===== src/rtl/mem_responder.sv =====
// mem_responder
//   Memory-side responder for the CPU RAM strobes. It holds the word-addressed
//   program/data RAM and serves reads and writes addressed by MAR to and from
//   the MDR. User-mode writes to the low vector region are blocked and pulse
//   cpu_fault_o. A streaming loader port fills the RAM from address 0 upward
//   while the CPU is held off; this is used for program boot.
//
// Ports
//   clk, reset    system clock; asynchronous active-high reset
//   cpu_addr_i    word address from MAR
//   cpu_wdata_i   write data from MDR
//   cpu_rd_i      read strobe (RAM_enable_read)
//   cpu_wr_i      write strobe (RAM_enable_write)
//   cpu_priv_i    PSW privileged bit
//   cpu_rdata_o   registered read data, valid the cycle after the strobe
//   cpu_fault_o   one-cycle pulse when a protected write is blocked
//   ld_mode_i     request loader mode
//   ld_valid_i    loader word valid
//   ld_data_i     loader word
//   ld_ready_o    loader can accept a word
//   ld_count_o    number of words written since entering LOAD
//   busy_o        loader owns the RAM; CPU accesses are ignored
//
// State | meaning
//   RUN       | CPU owns the RAM
//   LOAD      | loader streams words into sequential addresses
//   LOAD_FULL | every address has been loaded; further words are refused
module mem_responder #(
    parameter int                DATA_W   = 16,
    parameter int                ADDR_W   = 8,
    parameter logic [ADDR_W-1:0] PROT_TOP = 'h0F
) (
    input  logic              clk,
    input  logic              reset,
    input  logic [ADDR_W-1:0] cpu_addr_i,
    input  logic [DATA_W-1:0] cpu_wdata_i,
    input  logic              cpu_rd_i,
    input  logic              cpu_wr_i,
    input  logic              cpu_priv_i,
    output logic [DATA_W-1:0] cpu_rdata_o,
    output logic              cpu_fault_o,
    input  logic              ld_mode_i,
    input  logic              ld_valid_i,
    input  logic [DATA_W-1:0] ld_data_i,
    output logic              ld_ready_o,
    output logic [ADDR_W:0]   ld_count_o,
    output logic              busy_o
);

    localparam int DEPTH = 1 << ADDR_W;

    typedef enum logic [1:0] {RUN, LOAD, LOAD_FULL} state_t;

    state_t            state_q;
    logic [DATA_W-1:0] cpu_rdata_q;
    logic              cpu_fault_q;
    logic              ld_ready_q;
    logic              busy_q;
    logic [ADDR_W:0]   ld_count_q;

    // RAM has no reset: words loaded before a reset must survive it.
    logic [DATA_W-1:0] mem_q [DEPTH];

    logic              cpu_blocked;
    logic              mem_we;
    logic [ADDR_W-1:0] mem_waddr;
    logic [DATA_W-1:0] mem_wdata;

    assign cpu_blocked = ~cpu_priv_i & (cpu_addr_i <= PROT_TOP);

    // Single write port, shared by loader (LOAD) and CPU (RUN).
    always_comb begin
        mem_we    = 1'b0;
        mem_waddr = cpu_addr_i;
        mem_wdata = cpu_wdata_i;
        if (state_q == LOAD && ld_valid_i) begin
            mem_we    = 1'b1;
            mem_waddr = ld_count_q[ADDR_W-1:0];
            mem_wdata = ld_data_i;
        end else if (state_q == RUN && cpu_wr_i && !cpu_blocked) begin
            mem_we = 1'b1;
        end
    end

    always_ff @(posedge clk) begin
        if (mem_we) begin
            mem_q[mem_waddr] <= mem_wdata;
        end
    end

    always_ff @(posedge clk or posedge reset) begin
        if (reset) begin
            state_q     <= RUN;
            cpu_rdata_q <= '0;
            cpu_fault_q <= 1'b0;
            ld_ready_q  <= 1'b0;
            busy_q      <= 1'b0;
            ld_count_q  <= '0;
        end else begin
            cpu_fault_q <= 1'b0;
            case (state_q)
                RUN: begin
                    // The read samples the old word, so a simultaneous write
                    // to the same address is read-before-write.
                    if (cpu_rd_i) begin
                        cpu_rdata_q <= mem_q[cpu_addr_i];
                    end
                    if (cpu_wr_i && cpu_blocked) begin
                        cpu_fault_q <= 1'b1;
                    end
                    if (ld_mode_i) begin
                        state_q    <= LOAD;
                        ld_count_q <= '0;
                        ld_ready_q <= 1'b1;
                        busy_q     <= 1'b1;
                    end
                end
                LOAD: begin
                    if (ld_valid_i) begin
                        ld_count_q <= ld_count_q + 1'b1;
                    end
                    if (!ld_mode_i) begin
                        state_q    <= RUN;
                        ld_ready_q <= 1'b0;
                        busy_q     <= 1'b0;
                    end else if (ld_valid_i && (&ld_count_q[ADDR_W-1:0])) begin
                        state_q    <= LOAD_FULL;
                        ld_ready_q <= 1'b0;
                    end
                end
                LOAD_FULL: begin
                    if (!ld_mode_i) begin
                        state_q <= RUN;
                        busy_q  <= 1'b0;
                    end
                end
                default: begin
                    state_q    <= RUN;
                    ld_ready_q <= 1'b0;
                    busy_q     <= 1'b0;
                end
            endcase
        end
    end

    assign cpu_rdata_o = cpu_rdata_q;
    assign cpu_fault_o = cpu_fault_q;
    assign ld_ready_o  = ld_ready_q;
    assign busy_o      = busy_q;
    assign ld_count_o  = ld_count_q;

endmodule


===== config.mk =====
export PLATFORM = sky130hd
export DESIGN_NAME = mem_responder
export DESIGN_NICKNAME = d
export VERILOG_FILES = /design/src/rtl/mem_responder.sv
export SDC_FILE = /design/constraint.sdc
export NUM_CORES = 2
export LEC_CHECK = 0
export BUFFER_PORTS_ARGS = -buffer_cell sky130_fd_sc_hd__buf_4
export CAP_MARGIN = 10
export CORE_ASPECT_RATIO = 0.5
export CORE_MARGIN = 10
export CORE_UTILIZATION = 40
export CTS_BUF_LIST = sky130_fd_sc_hd__clkbuf_16
export DETAILED_ROUTE_END_ITERATION = 7
export GPL_ROUTABILITY_DRIVEN = 0
export SYNTH_ARGS = -nofsm -noshare
export SYNTH_HDL_FRONTEND = slang
export SYNTH_SLANG_ARGS = --single-unit

===== constraint.sdc =====
create_clock -name clk -period 9.34 [get_ports clk]
set_input_delay 1.868 -clock clk [delete_from_list [all_inputs] [get_ports clk]]
set_output_delay 1.868 -clock clk [all_outputs]
set_load 0.05 [all_outputs]

==> reports/metrics.csv <==
stage,metric,value,unit
drt,viasPerCell,6.05,
synth,ys.flop_type,edfxtp_1,
cells_and_area,multiInputGateArea,34200,um^2
place,dp_slack,2.70,ns
sta,setup_ws,3.21,ns
sta,maxSlewViolCount,0,
status,status,completed,
cells_and_area,final_common_cell,edfxtp_1,
clock_tree,cts_tree,done,
setup_path,cp-startpoint,cpu_addr_i[3],
synth,synth-seq-cells,4126,
setup_path,path_class,input port to flop,
power,power.static_leakage,56.4,nW
power,power,41.8,mW
setup_path,cp-start-kind,input port,
setup_path,end_kind,flop,
place,dp_hpwl,285000,um
power,ir_drop,170,uV
floorplan,pin_count,75,
clock_tree,clk_pin_slew,0.07,ns
sta,finalSetupViolations,0,
clock_tree,h-tree-depth,5,
sta,rsz0062_at_grt,no,
sta,fin_tns_setup,0,ns
sta,fmax,163,MHz
setup_path,cp.arrival,6.90,ns
sta,relSlewSlack,7.53,%
setup_path,crit_fanout,42,
setup_path,r2r_cells,10,
synth,syn-num-nets,7252,
place,portBuffers,74,
floorplan,floorplan.rows,164,
clock_tree,insertion_delay,0.95,ns
cells_and_area,final_cell_mix,"edfxtp_1, mux4_2, clkbuf_16",
synth,synth-async-reset-ratio,0.727,%
grt,grt_antenna_before_repair,31,
synth,syn_inst,7200,
synth,yosys_warnings,0,
sta,skew,0.0547,ns
cells_and_area,register_area,124000,um^2
grt,grt_overflow,0,
sta,finalCritPeriodShare,65.6,%
drt,wirelength,465000,um
drt,drt-pass1-iter-count,8,
grt,track_usage,21.3,%
clock_tree,cts.path.max_buffers,4,
synth,synth-edff-count,4096,
floorplan,die_w,915,um
setup_path,cp.required,10.11,ns
cells_and_area,drive_above_1_share,27.1,%
drt,ant_nets,0,
cells_and_area,area_growth,12.6,%
cells_and_area,nets,7633,
drt,wire_per_inst,35.2,um
sta,worstMarginPinSlew,1.38,ns
grt,grt_first_pass_wirelength,646000,um
synth,synth_top_area_cell,edfxtp_1,
synth,synth_top_area_share,76.9,%
setup_path,r2r-end,cpu_rdata_o[15],
grt,grt_max_degree,190,
setup_path,crit_path_end,cpu_rdata_o[5],
drt,drt_iter0_markers,11900,
run,max_cap_violations,0,
clock_tree,cts-buffers-inserted,378,
floorplan,die_h,467,um
floorplan,die_area,427000,um^2
synth,synth_cell_types,82,
sta,fin_crit,6.13,ns
min_path,worstHoldPathType,flop to flop,
cells_and_area,n_fill_cell,33200,
floorplan,coreArea,399000,um^2
setup_path,rr_startpoint,state_q[1],
grt,grt_pass1_vias,78100,
drt,drc,0,
sta,hold_viol_final,0,
setup_path,ff2ff_setup_slack,4.33,ns
clock_tree,root_buffer,clkbuf_16,
clock_tree,cts_resized,0,
power,p_per_area,232,nW/um^2
synth,synth_seq_area_share,77.3,%
clock_tree,cts_sinks,4126,
drt,vias,79900,
synth,syn_avg_cell_area,22.2,um^2
clock_tree,postCtsHoldBufs,0,
synth,synth_area_leaders,"edfxtp_1, mux4_2, mux2i_1, nor2_1, nand2_1",
synth,syn-cell-area,160000,um^2
floorplan,start_util,40.1,%
clock_tree,post_cts_buffers,0,
[metal layers]
| metal | wire length (um) | GRT usage, % | vias to the layer above | share of wire [%] |
|---|---|---|---|---|
| met3 | 51900 | 5.98 | 881 | 11 |
| met5 | 179 | 0 | - | 0.038 |
| li1 | - | - | 31300 | - |
| met1 | 187000 | 30.1 | 43300 | 40 |
| met2 | 208000 | 31.7 | 4472 | 45 |
| met4 | 18600 | 7.54 | 26 | 4.0 |
[flip-flops by register name, summed over array words and instances, names as in the netlist]
signal       count
ld_count_o       9
cpu_fault_o      1
cpu_rdata_o     16
state_q          2
busy_o           1
mem_q         4096
ld_ready_o       1
[cells in the mapped netlist (22+ instances only)]
library cell	number
a221oi_1	36
a22oi_1	31
a22o_1	27
buf_6	61
mux2_2	29
buf_8	25
buf_4	56
a211oi_1	23
and2_1	25
nand2_1	246
o22ai_1	49
nor2_1	320
mux4_1	30
edfxtp_1	4096
clkbuf_1	156
buf_1	22
mux2i_1	329
a21oi_1	89
dfrtp_1	30
mux4_2	971
buf_2	86
o21ai_0	41
nand3_1	58
o221ai_1	82
[per-stage QoR]
stage	utilization [%]	hold WS [ns]	cell area [um^2]	instances
5_1_grt	45.2	0.595	180000	13200
4_1_cts	45.1	0.554	180000	13200
3_3_place_gp	42.1	0.526	168000	12500
3_5_place_dp	42.2	0.539	168000	12500
6_report	45.2	0.544	180000	13200
2_1_floorplan	-	0.510	160000	7200
[power breakdown]
part           switching [mW]  total (mW)  internal (mW)
Clock                    6.84        15.2           8.33
Combinational            3.61        4.52          0.911
Sequential              0.166        22.1           22.0
[cell families after synthesis]
kind of cell               share of synthesized area, %
muxes                                              16.4
and+or+nand+nor                                    2.00
xor gates and xnor gates                         0.0274
buffers and inverters                              1.74
adders and majority gates                        0.0391
AOI/OAI and AO/OA                                  2.44
DFF                                                77.3
[worst min-delay path by stage]
| stage | to | start | cells after the start |
|---|---|---|---|
| 2_1_floorplan | state_q[0] | state_q[0] | 1 |
| 4_1_cts | busy_o | busy_o | 2 |
| 3_3_place_gp | state_q[0] | state_q[0] | 1 |
| 5_1_grt | busy_o | busy_o | 2 |
| 6_report | busy_o | busy_o | 2 |
| 3_5_place_dp | busy_o | busy_o | 2 |
[worst max-delay path: stages]
cell      delay [ns]
buf_8           0.28
buf_4           0.80
nor2_4          0.05
buf_4           0.32
buf_4           0.34
a22o_1          0.29
a211oi_1        1.11
a31oi_1         0.35
a211oi_2        1.04
o31ai_1         0.21
[area by class of cell]
| type | count | share of cell area (%) |
|---|---|---|
| timing repair buffer | 415 | 2.04 |
| tap | 5312 | 3.69 |
| inverter | 14 | 0.0396 |
| sequential | 4126 | 68.7 |
| multi-input combinational | 2646 | 19.0 |
| antenna | 9 | 0.0125 |
| clock inverter | 299 | 1.21 |
| clock buffer | 388 | 5.39 |
(Power assumes the default switching activity.)
